$ cat config.mk
export PLATFORM = sky130hd
export DESIGN_NAME = mem_arbiter_flat
export DESIGN_NICKNAME = d
export VERILOG_FILES = /design/src/rtl/mem_arbiter_if.sv /design/src/rtl/mem_arbiter.sv /design/src/flat_wrapper.sv
export SDC_FILE = /design/constraint.sdc
export NUM_CORES = 1
export LEC_CHECK = 0
export CAP_MARGIN = 5
export CELL_PAD_IN_SITES_DETAIL_PLACEMENT = 1
export CELL_PAD_IN_SITES_GLOBAL_PLACEMENT = 1
export CORE_MARGIN = 2
export CORE_UTILIZATION = 30
export CTS_BUF_LIST = sky130_fd_sc_hd__clkbuf_8
export DETAILED_ROUTE_END_ITERATION = 7
export PLACE_DENSITY = 0.8
export SETUP_SLACK_MARGIN = 0.02
export SLEW_MARGIN = 20
export SYNTH_ARGS = -nofsm -noshare
export SYNTH_HDL_FRONTEND = slang
export SYNTH_SLANG_ARGS = --single-unit
$ cat constraint.sdc
create_clock -name clk -period 1.9 [get_ports clk]
set_input_delay 0.38 -clock clk [delete_from_list [all_inputs] [get_ports clk]]
set_output_delay 0.38 -clock clk [all_outputs]
set_load 0.005 [all_outputs]
$ cat src/rtl/mem_arbiter_if.sv
// ---------------------------------------------------------------------------
// mem_arbiter_if
// Bundles the two-port requester handshake and the single-port memory bus
// used by mem_arbiter.
//
// Signals
//   req[1:0]      requester i is asking for the memory
//   we[1:0]       1 = write, 0 = read, per requester (valid while req[i]=1)
//   addr0/addr1   per-requester address
//   wdata0/wdata1 per-requester write data
//   ack[1:0]      one-cycle completion pulse per requester
//   rdata0/rdata1 per-requester read data, valid while the matching ack = 1
//   gnt[1:0]      one-hot owner of the memory, zero when idle
//   mem_read      memory read strobe
//   mem_write     memory write strobe
//   mem_addr      memory address
//   mem_data_in   memory write data
//   mem_data_out  registered memory read data
//
// Modports
//   slave  : the arbiter side
//   master : the requesters plus the memory (the environment around the arbiter)
// ---------------------------------------------------------------------------
interface mem_arbiter_if #(
  parameter int ADDR_W = 5,
  parameter int DATA_W = 8
);

  logic [1:0]        req;
  logic [1:0]        we;
  logic [ADDR_W-1:0] addr0;
  logic [ADDR_W-1:0] addr1;
  logic [DATA_W-1:0] wdata0;
  logic [DATA_W-1:0] wdata1;
  logic [1:0]        ack;
  logic [DATA_W-1:0] rdata0;
  logic [DATA_W-1:0] rdata1;
  logic [1:0]        gnt;
  logic              mem_read;
  logic              mem_write;
  logic [ADDR_W-1:0] mem_addr;
  logic [DATA_W-1:0] mem_data_in;
  logic [DATA_W-1:0] mem_data_out;

  modport slave (
    input  req, we, addr0, addr1, wdata0, wdata1, mem_data_out,
    output ack, rdata0, rdata1, gnt, mem_read, mem_write, mem_addr, mem_data_in
  );

  modport master (
    output req, we, addr0, addr1, wdata0, wdata1, mem_data_out,
    input  ack, rdata0, rdata1, gnt, mem_read, mem_write, mem_addr, mem_data_in
  );

endinterface

$ cat src/rtl/mem_arbiter.sv
// ---------------------------------------------------------------------------
// mem_arbiter
// Two-requester round-robin arbiter in front of a single-port memory with
// registered read data. One transaction is in flight at a time; the owner's
// request (we/addr/wdata) is latched at the granting edge, so the requester
// may change its inputs freely afterwards.
//
// Transaction timing, counted from the granting edge:
//   write : WRITE (mem_write=1) -> ACK               ack in the 2nd cycle
//   read  : READ  (mem_read=1)  -> CAPT -> ACK       ack in the 3rd cycle
// After ACK there is always one IDLE cycle before the next grant.
//
// Ports
//   clk   single clock, all state changes on its rising edge
//   rst_  asynchronous active-low reset; aborts any transaction without ack
//   bus   mem_arbiter_if.slave: requester handshake and memory bus
//
// Every output is driven straight from a register.
// ---------------------------------------------------------------------------
module mem_arbiter #(
  parameter int ADDR_W = 5,
  parameter int DATA_W = 8
) (
  input  logic          clk,
  input  logic          rst_,
  mem_arbiter_if.slave  bus
);

  typedef enum logic [2:0] {
    IDLE  = 3'd0,
    WRITE = 3'd1,
    READ  = 3'd2,
    CAPT  = 3'd3,
    ACK   = 3'd4
  } state_e;

  state_e            state_q, state_d;
  logic [1:0]        gnt_q, gnt_d;
  logic [1:0]        ack_q, ack_d;
  logic              mem_read_q, mem_read_d;
  logic              mem_write_q, mem_write_d;
  logic [ADDR_W-1:0] mem_addr_q, mem_addr_d;
  logic [DATA_W-1:0] mem_data_in_q, mem_data_in_d;
  logic [DATA_W-1:0] rdata0_q, rdata0_d;
  logic [DATA_W-1:0] rdata1_q, rdata1_d;
  // Index of the port granted most recently; resets to 1 so that port 0
  // wins the first tie.
  logic              last_gnt_q, last_gnt_d;

  // Port index chosen in IDLE: a lone request wins outright, a tie goes to
  // the port that was not granted last.
  logic              pick;

  // Round-robin selection between the two request lines.
  always_comb begin
    if (bus.req == 2'b11) begin
      pick = ~last_gnt_q;
    end else begin
      pick = bus.req[1];
    end
  end

  // Next-state and output decode. The strobes and ack default to zero so
  // they are high for exactly one cycle in the state that sets them; all
  // other registers hold unless a state explicitly updates them.
  always_comb begin
    state_d       = state_q;
    gnt_d         = gnt_q;
    ack_d         = 2'b00;
    mem_read_d    = 1'b0;
    mem_write_d   = 1'b0;
    mem_addr_d    = mem_addr_q;
    mem_data_in_d = mem_data_in_q;
    rdata0_d      = rdata0_q;
    rdata1_d      = rdata1_q;
    last_gnt_d    = last_gnt_q;

    unique case (state_q)
      IDLE: begin
        if (bus.req != 2'b00) begin
          gnt_d         = pick ? 2'b10 : 2'b01;
          last_gnt_d    = pick;
          mem_addr_d    = pick ? bus.addr1 : bus.addr0;
          mem_data_in_d = pick ? bus.wdata1 : bus.wdata0;
          if (bus.we[pick]) begin
            state_d     = WRITE;
            mem_write_d = 1'b1;
          end else begin
            state_d    = READ;
            mem_read_d = 1'b1;
          end
        end
      end

      WRITE: begin
        state_d = ACK;
        ack_d   = gnt_q;
      end

      // The memory presents its data at the edge ending READ, so it is
      // captured one cycle later, at the edge ending CAPT.
      READ: begin
        state_d = CAPT;
      end

      CAPT: begin
        state_d = ACK;
        ack_d   = gnt_q;
        if (gnt_q[1]) begin
          rdata1_d = bus.mem_data_out;
        end else begin
          rdata0_d = bus.mem_data_out;
        end
      end

      ACK: begin
        state_d = IDLE;
        gnt_d   = 2'b00;
      end

      default: begin
        state_d = IDLE;
        gnt_d   = 2'b00;
      end
    endcase
  end

  // State and output registers; reset takes effect immediately and clears
  // any transaction in progress without acknowledging it.
  always_ff @(posedge clk or negedge rst_) begin
    if (!rst_) begin
      state_q       <= IDLE;
      gnt_q         <= 2'b00;
      ack_q         <= 2'b00;
      mem_read_q    <= 1'b0;
      mem_write_q   <= 1'b0;
      mem_addr_q    <= '0;
      mem_data_in_q <= '0;
      rdata0_q      <= '0;
      rdata1_q      <= '0;
      last_gnt_q    <= 1'b1;
    end else begin
      state_q       <= state_d;
      gnt_q         <= gnt_d;
      ack_q         <= ack_d;
      mem_read_q    <= mem_read_d;
      mem_write_q   <= mem_write_d;
      mem_addr_q    <= mem_addr_d;
      mem_data_in_q <= mem_data_in_d;
      rdata0_q      <= rdata0_d;
      rdata1_q      <= rdata1_d;
      last_gnt_q    <= last_gnt_d;
    end
  end

  assign bus.gnt         = gnt_q;
  assign bus.ack         = ack_q;
  assign bus.mem_read    = mem_read_q;
  assign bus.mem_write   = mem_write_q;
  assign bus.mem_addr    = mem_addr_q;
  assign bus.mem_data_in = mem_data_in_q;
  assign bus.rdata0      = rdata0_q;
  assign bus.rdata1      = rdata1_q;

endmodule

$ cat src/flat_wrapper.sv
// flat-port wrapper written by rule: the top's interface ports become plain ports
module mem_arbiter_flat 
#(
  parameter int ADDR_W = 5,
  parameter int DATA_W = 8
)
  (clk, rst_, bus_req, bus_we, bus_addr0, bus_addr1, bus_wdata0, bus_wdata1, bus_mem_data_out, bus_ack, bus_rdata0, bus_rdata1, bus_gnt, bus_mem_read, bus_mem_write, bus_mem_addr, bus_mem_data_in);
  mem_arbiter_if #(.ADDR_W(ADDR_W), .DATA_W(DATA_W)) bus_i ();
  input  logic clk;
  input  logic rst_;
  input wire logic [$bits(bus_i.req)-1:0] bus_req;
  input wire logic [$bits(bus_i.we)-1:0] bus_we;
  input wire logic [$bits(bus_i.addr0)-1:0] bus_addr0;
  input wire logic [$bits(bus_i.addr1)-1:0] bus_addr1;
  input wire logic [$bits(bus_i.wdata0)-1:0] bus_wdata0;
  input wire logic [$bits(bus_i.wdata1)-1:0] bus_wdata1;
  input wire logic [$bits(bus_i.mem_data_out)-1:0] bus_mem_data_out;
  output wire logic [$bits(bus_i.ack)-1:0] bus_ack;
  output wire logic [$bits(bus_i.rdata0)-1:0] bus_rdata0;
  output wire logic [$bits(bus_i.rdata1)-1:0] bus_rdata1;
  output wire logic [$bits(bus_i.gnt)-1:0] bus_gnt;
  output wire logic [$bits(bus_i.mem_read)-1:0] bus_mem_read;
  output wire logic [$bits(bus_i.mem_write)-1:0] bus_mem_write;
  output wire logic [$bits(bus_i.mem_addr)-1:0] bus_mem_addr;
  output wire logic [$bits(bus_i.mem_data_in)-1:0] bus_mem_data_in;
  assign bus_i.req = bus_req;
  assign bus_i.we = bus_we;
  assign bus_i.addr0 = bus_addr0;
  assign bus_i.addr1 = bus_addr1;
  assign bus_i.wdata0 = bus_wdata0;
  assign bus_i.wdata1 = bus_wdata1;
  assign bus_i.mem_data_out = bus_mem_data_out;
  assign bus_ack = bus_i.ack;
  assign bus_rdata0 = bus_i.rdata0;
  assign bus_rdata1 = bus_i.rdata1;
  assign bus_gnt = bus_i.gnt;
  assign bus_mem_read = bus_i.mem_read;
  assign bus_mem_write = bus_i.mem_write;
  assign bus_mem_addr = bus_i.mem_addr;
  assign bus_mem_data_in = bus_i.mem_data_in;
  mem_arbiter #(.ADDR_W(ADDR_W), .DATA_W(DATA_W)) u_core (.clk(clk), .rst_(rst_), .bus(bus_i));
endmodule
Word level (Yosys, flattened, before mapping)
Index checks and enable logic that the tools add are counted.
W data, S select, Z words.
- word-level logic and storage cells: 45
- register bits: 39
- input bits: 40
- multiplexer cells: 18
- eq/ne operators: 5
- bitwise gates (word level): 3
- $lt $le $gt $ge: 1
- reduce and logical (&&, ||, !) cells: 8
- operators with widths (operator ; number):
    $mux W1 ; 9
    $pmux W3 S3 ; 1
    $mux W2 ; 4
    $mux W8 ; 1
    $reduce_and A2 Y1 ; 4
    $eq A3 B2 Y1 const B ; 2
    $mux W5 ; 1
    $pmux W2 S2 ; 1
    $eq A3 B1 Y1 const B ; 1
    $logic_not A3 Y1 ; 1
    $mux W3 ; 1
    $not A1 Y1 ; 3
    $reduce_or A3 Y1 ; 1
    $eq A2 B2 Y1 const B ; 1
    $lt A1 B2 Y1 const B ; 1
    $ne A2 B1 Y1 const B ; 1
    $reduce_bool A2 Y1 ; 1
    $reduce_or A2 Y1 ; 1

Logic depth before layout (Yosys ltp)
- depth after elaboration: 7
- mapped depth: 5

Least setup slack after synthesis
No wires, ideal clock.
- path kind: register to register
- start: register u_core.state_q[2]
- end: register u_core.mem_data_in_q[0] (netlist: u_core.bus.mem_data_in[0])
- library setup time: 0.125 ns
- path slack: 0.384 ns
- arrival time: 1.391 ns
- clock period less this slack: 1.516 ns
- cell stages (with the launch flop): 5
- buffers on the path: 2
- path through: dfrtp_1 buf_6 nor4_4 buf_6 mux2_4
- longest elaborated chain between the ends: 2
- ends and longest elaborated chain (element ; line ; RTL):
    start, declared ; mem_arbiter.sv:37 ; state_e state_q, state_d;
    start signal, assigned ; mem_arbiter.sv:143 ; state_q <= state_d;
    $logic_not A3 Y1 ; mem_arbiter.sv:78 ; unique case (state_q)
    $reduce_and A2 Y1 (no source line) ; n/a ;
    end signal, assigned ; mem_arbiter.sv:149 ; mem_data_in_q <= mem_data_in_d;
    end, declared ; mem_arbiter.sv:43 ; logic [DATA_W-1:0] mem_data_in_q, mem_data_in_d;
No other way between the ends.
A chain may end at the register's enable or synchronous reset.

Worst setup path after layout
- start: input port bus_req[0]
- end: register u_core.mem_addr_q[3] (netlist: u_core.bus.mem_addr[3])
- longest elaborated chain between the ends: 3
- elaborated cells on any way between the ends: 5
- those cells by class: eq/ne (1); mux (2); reduce/logical (2)
- ends and longest elaborated chain (element ; line ; RTL):
    start, declared ; flat_wrapper.sv:11 ; input wire logic [$bits(bus_i.req)-1:0] bus_req;
    $eq A2 B2 Y1 ; mem_arbiter.sv:56 ; if (bus.req == 2'b11) begin
    $mux W1 ; mem_arbiter.sv:56 ;
    $mux W5 ; mem_arbiter.sv:83 ; mem_addr_d = pick ? bus.addr1 : bus.addr0;
    end signal, assigned ; mem_arbiter.sv:148 ; mem_addr_q <= mem_addr_d;
    end, declared ; mem_arbiter.sv:42 ; logic [ADDR_W-1:0] mem_addr_q, mem_addr_d;
Several ways; a longest one is shown, not always the timed one.

==> summary.md <==
| Metric | Value |
|---|---|
| Run status | finished clean |
| # hold bufs at CTS | 0 |
| CP startpoint | bus_req[0] |
| EDFF count, synth | 0 |
| Fillers | 607 |
| Buffers on Ports | 74 |
| Mapped cell area | 0.00181 mm^2 |
| Synth Warn # | 0 |
| Ys flop type | dfrtp_1 |
| Final Setup Violations | 0 |
| Clock skew | 5.30 ps |
| Post-route cell area | 0.00281 mm^2 |
| Peak supply drop | 499 uV |
| DRT Pass-1 Iters | 2 |
| Hold Fails Final Rpt | 0 |
| Worst path required time | 2080 ps |
| Asr flop ratio synth | 100% |
| GRT Overall Usage | 13.4% |
| Max Clock Freq | 0.588 GHz |
| Nets | 237 |
| Crit start category | input port |
| Post-DP HPWL | 3240 um |
| Worst Setup End Kind | flop |
| Hold WS | 40.8 ps |
| Worst-Skew Late Latency | 290 ps |
| Worst reg2reg path depth | 4 |
| Vias/cell | 4.59 |
| Wire length on met3 | 283 um |
| Routed length per instance | 15.3 um |
| Reg-to-reg critical path startpoint | u_core.state_q[0] |
| Yosys reg bits | 39 |
| Crit path max fanout | 8 |
| # diodes | 0 |
| Starting Density | 30.7% |
| TritonCTS clock tree | yes |
| Met1 WL | 1780 um |
| DR vias | 1,254 |
| Max_cap viols | 0 |
| Die Y | 81.6 um |
| Clk sinks | 39 |
| Tot Pwr | 4.13 mW |
| Total wire length | 4170 um |
| Yosys top cell area share | 52.6% |
| Initial DRC Count | 26 |
| RSZ-0062 raised after global routing | false |
| Cts repair resizes | 0 |
| Ports | 75 |
| Residual DRC count | 0 |
| Core Util, Final | 47.7% |
| Mapped Cells | 112 |
| Syn_area_per_cell | 16.1 um^2 |
| Post-CTS Setup Inserts | 0 |
| Most frequent cell after synthesis | dfrtp_1 |
| Core area | 0.00589 mm^2 |
| Max Used Layer | met4 |
| Cts bufs inserted | 5 |
| DR WL met2 | 2030 um |
| Row count | 28 |
| Placed Area | 0.00269 mm^2 |
| Mapped Nets | 152 |
| PwrDens | 1470 mW/mm^2 |
| Horiz. Die Dim | 81.6 um |
| Die ar. | 0.00666 mm^2 |
| Share of cells above drive strength 1 | 29.3% |
| Initial antenna violation count | 0 |
| Slew HR | 75.4% |
| Dominant cells by area after synthesis | dfrtp_1, mux2_4, mux2_2, mux2_1, buf_6 |
| Vias in the first global route | 1,321 |
| Sequential-to-total area share from yosys stat | 54.1% |
| Gr ovfl total | 0 |
| Area Growth Syn to Fin | 55.5% |
| Final period utilization | 89.5% |
| Min-Delay Path Class | input port to asynchronous set/reset pin |
| WS Path Type | input port to flop |
| Synth cell types | 27 |
| Largest area contributor in the netlist | dfrtp_1 |
| Max Slew Vio Count | 0 |
| Leak | 1.20 nW |
| Critical Path AT | 1880 ps |
| Post-synth top cells | dfrtp_1, mux2_4, mux2_2 |
| Final GP Congestion | 0.782 |
| Post-DRT Antenna Nets | 0 |
| Clk slew on worst S/H paths | 80 ps |
| Worst-margin pin slew | 369 ps |
| Wire length of the first global-routing pass | 6670 um |
| H-Tree Depth | 2 |
| CTS max path bufs | 2 |
| Tmin final | 1700 ps |
| Largest net degree at the start of global routing | 40 |
| Root Buffer Master | clkbuf_8 |
## layer usage
| metal | track usage, % | vias to the layer above |
|---|---|---|
| met5 | 0 | - |
| met4 | 5.00 | 0 |
| met3 | 4.07 | 9 |
| met2 | 22.6 | 49 |
| met1 | 16.1 | 625 |
| li1 | - | 571 |
## report_power, final
part           switching (mW)  internal [mW]
clock network           0.290          0.425
registers               0.301           1.24
logic                   0.540           1.34
total                    1.13           3.00
## flip-flops by register name, summed over array words and instances (netlist names)
signal and count:
u_core.bus.rdata1 8, u_core.bus.mem_data_in 8, u_core.state_q 3, u_core.bus.ack 2, u_core.bus.mem_write 1, u_core.bus.gnt 2, u_core.bus.mem_addr 5, u_core.bus.rdata0 8
u_core.last_gnt_q 1, u_core.bus.mem_read 1
## area by class of cell
cell class,instances,area (um^2),share of cell area [%]
Sequential cell,39,977,34.8
Timing Repair Buffer,83,841,29.9
Multi-Input combinational cell,68,779,27.8
Tap cell,75,93.8,3.34
Clock buffer,6,82.6,2.94
Clock inverter,2,35.0,1.25
## placed cells by master (no fill, tap or decap), drive strengths merged
cell	count
o21ai	1
clkinv	1
mux2i	1
a21boi	1
or3b	2
nand3	1
bufinv	1
and2	3
nor2	5
nand2b	1
clkdlybuf4s50	73
and3b	1
a22oi	1
buf	10
dfrtp	38
o31ai	1
clkbuf	6
o21a	1
nor4	1
dfstp	1
mux2	42
a22o	1
nor2b	2
nor3	1
a32oi	1
a32o	1
## critical path, cell delays in order
cell	delay (ps)
clkdlybuf4s50_1	490
a21boi_4	260
buf_12	160
mux2_2	330
mux2_2	260
## cell families (layout without fill, tap and decap cells)
kind of cell    count (synthesis)  in the layout  synth area share [%]
mux                            43             43                  31.5
flops                          39             39                  54.1
simple gates                   17             17                  7.55
compound gates                  8              8                  4.09
buf+inv                         5             91                  2.77
## final timing paths
kind                                                to  slack (ps)
worst max-delay path            u_core.bus.mem_addr[3]         200
worst min-delay path                 u_core.bus.ack[0]          40
worst min register to register    u_core.bus.rdata1[4]         490
worst max register to register    u_core.bus.rdata0[7]         350
min in group clk                  u_core.bus.rdata1[4]         490
max in group asynchronous            u_core.last_gnt_q        1610
## stage by stage
step | setup WS (ps) | setup TNS (ps) | cells
after global placement | -72.0 | -808 | 265
after global routing | 150 | 0 | 273
after detailed placement | -106 | -1150 | 265
after CTS | 198 | 0 | 273
after floorplan | 384 | 0 | 112
final | 200 | 0 | 273
Note: power is estimated with default switching activity, not from simulation.
==> edit, RTL diff (same settings) <==
`ADDR_W` is set to 5 in 3 places; all go to 3.
--- a/src/rtl/mem_arbiter_if.sv
+++ b/src/rtl/mem_arbiter_if.sv
@@ -22,7 +22,7 @@
 //   master : the requesters plus the memory (the environment around the arbiter)
 // ---------------------------------------------------------------------------
 interface mem_arbiter_if #(
-  parameter int ADDR_W = 5,
+  parameter int ADDR_W = 3,
   parameter int DATA_W = 8
 );
 
--- a/src/rtl/mem_arbiter.sv
+++ b/src/rtl/mem_arbiter.sv
@@ -18,7 +18,7 @@
 // Every output is driven straight from a register.
 // ---------------------------------------------------------------------------
 module mem_arbiter #(
-  parameter int ADDR_W = 5,
+  parameter int ADDR_W = 3,
   parameter int DATA_W = 8
 ) (
   input  logic          clk,
--- a/src/flat_wrapper.sv
+++ b/src/flat_wrapper.sv
@@ -1,7 +1,7 @@
 // flat-port wrapper written by rule: the top's interface ports become plain ports
 module mem_arbiter_flat 
 #(
-  parameter int ADDR_W = 5,
+  parameter int ADDR_W = 3,
   parameter int DATA_W = 8
 )
   (clk, rst_, bus_req, bus_we, bus_addr0, bus_addr1, bus_wdata0, bus_wdata1, bus_mem_data_out, bus_ack, bus_rdata0, bus_rdata1, bus_gnt, bus_mem_read, bus_mem_write, bus_mem_addr, bus_mem_data_in);
Interface: changed (resized bus_addr0, bus_addr1 and bus_mem_addr); port bits go from 75 to 69. The function was not compared with the original's and may differ.
==> edit against the unedited design <==
Sequential cell count fell by 2. Clock power fell by 27%. Routed wire length fell by 5.7%. Cell area fell by 9.0%. Area after synthesis fell by 7.3%. Worst setup slack improved by 0.0071 ns. Sequential share of layout area rose by 1.5 points. Power fell by 10%. Critical path type unchanged. Critical endpoint is now u_core.bus.mem_addr[1]. Largest power group unchanged.
==> edit: results (changes against the unedited design) <==
Routing
The via count is 1188 (-5.3%). The initial DRC count was 5 (-81%). The total wirelength of the detailed-routed design was 3.93 mm (-5.7%). The first-pass iteration count of the detailed router came to 4 (+2).

STA
The actual transition at the worst max-transition pin is 0.470 ns (+0.102 ns). The clock skew is 0.00424 ns (-0.00105 ns). The total count of hold-check failures in the final report is 0 (unchanged).

Clocking
The number of instances resized during post-cts repair is 0 (unchanged). The number of H-tree branching levels was 2 (unchanged). The clock transition at the register clock pins on the worst setup and hold paths after CTS is 0.08 ns (about the same). The buffers inserted during post-CTS setup optimization was 0 (unchanged). The maximum buffer depth of the clock tree is 2 (unchanged).

Layout
The number of nets in the finished design is 222 (-6.3%). The layout filler cell count is 566 (-6.8%). The proportion of layout cells with a drive suffix above 1 is 0.310 (+0.0172). The final antenna diode count is 0 (unchanged).

Outcome
The flow ran to the end, and the final reports show no timing, DRC or antenna violations.

Yosys
The share of the synthesized area in the top cell type is 0.538 (+0.0114). The number of distinct library cells after synthesis was 29 (+7.4%). The number of warnings issued by yosys is 0 (unchanged). By area the synthesized netlist is led by dfrtp_1 (54%), mux2_4 (14%), mux2_2 (13%). Sorting the synthesized cells by how often they occur yields dfrtp_1 (36), mux2_2 (19), mux2_4 (16). The portion of the post-synthesis area used by sequential elements is 0.553 (+0.0125).

The net count after synthesis came to 142 (-6.6%).

Place
The half-perimeter wire length of the detailed placement result is 2.98 mm (-8.2%). The weighted congestion at the end of routability-driven global placement is 0.708 (-9.4%). The number of input and output port buffers inserted was 68 (-8.1%).

Worst setup path
The highest fanout seen on the critical path is 3 (-5). The flop-to-flop setup slack is 0.30 ns (-0.05 ns). The terminus of the critical flop-to-flop path is u_core.bus.mem_addr[0]. The count of cells along the worst register-to-register path is 3 (-1). The startpoint of the lowest-slack register-to-register path is u_core.state_q[0].

Power and ir drop
The peak supply drop is 625 uV (+25%). The leakage component of the power is 1.09 nW (-8.7%).

Global routing
The maximum number of pins on one net before global-route repair is 38 (-5.0%). The wire length of the first global-routing pass was 6.44 mm (-3.5%). The total track usage was 0.134 (about the same).

The number of global-route vias before repair is 1339 (+1.4%).

Worst hold path
In this run the worst hold path is classified as primary input to async pin.
-- edit: cell types whose count changed after synthesis, moves of 2 or more --
cell     change
mux2_2       +8
dfrtp_1      -2
nor2_1       -2
buf_6        -2
mux2_4       -7
a31oi_1      +2
mux2_1       -5
or3b_1       -2
a21oi_1      +2
-- edit: routing by layer --
layer / up-vias / GRT usage / part of all wire
met5: - / 0 / 0
met4: 0 / 0.0316 / 0.0010
met3: 2 / 0.0386 / 0.059
met2: 53 / 0.234 / 0.52
met1: 591 / 0.164 / 0.42
li1: 542 / - / -
-- edit: through the flow --
stage	cell area, um^2	hold slack, ns	instances	setup slack (ns)	power (mW)
floorplan	1680	0.0844	106	0.465	2.31
global placement	2470	0.440	251	-0.0430	3.13
detailed placement	2470	0.461	251	-0.0966	3.22
CTS	2560	0.150	259	0.211	3.77
global route	2560	0.175	259	0.165	3.95
finish	2560	0.138	259	0.207	3.71
-- edit: report_power, final --
group	leakage [nW]	switching (mW)	internal, mW
Sequential	0.446	0.282	1.18
Combinational	0.599	0.508	1.22
Clock	0.0491	0.275	0.249
-- edit: worst max path at each step --
stage	start	end	slack (ns)	cells past startpoint
floorplan	bus_req[1]	u_core.bus.mem_data_in[0]	0.47	4
global placement	bus_req[0]	u_core.bus.mem_addr[1]	-0.04	5
detailed placement	bus_req[0]	u_core.bus.mem_data_in[0]	-0.1	5
CTS	bus_req[0]	u_core.bus.mem_data_in[0]	0.21	5
global route	u_core.bus.gnt[1]	bus_gnt[1]	0.16	1
finish	bus_req[0]	u_core.bus.mem_addr[1]	0.21	5
-- edit: cells by family (layout without fill, tap and decap cells) --
kind of cell    after synthesis  after routing  synth area share
simple gates                 16             16            0.0739
flops                        37             37             0.553
compound gates                9              9            0.0448
mux                          39             39             0.297
buf+inv                       5             86            0.0306
-- edit: area by class of cell --
cell class | instances | area, um^2 | share of cell area
sequential | 37 | 927 | 0.363
timing repair buffer | 77 | 756 | 0.296
multi-input combinational | 64 | 697 | 0.273
tap | 72 | 90.1 | 0.0352
clock buffer | 5 | 68.8 | 0.0269
clock inverter | 3 | 13.8 | 0.00538
inverter | 1 | 3.75 | 0.00147
-- edit: critical path, cell delays in order --
cell	delay, ns
clkdlybuf4s50_1	0.49
a21boi_4	0.24
buf_4	0.16
mux2_2	0.33
mux2_2	0.26
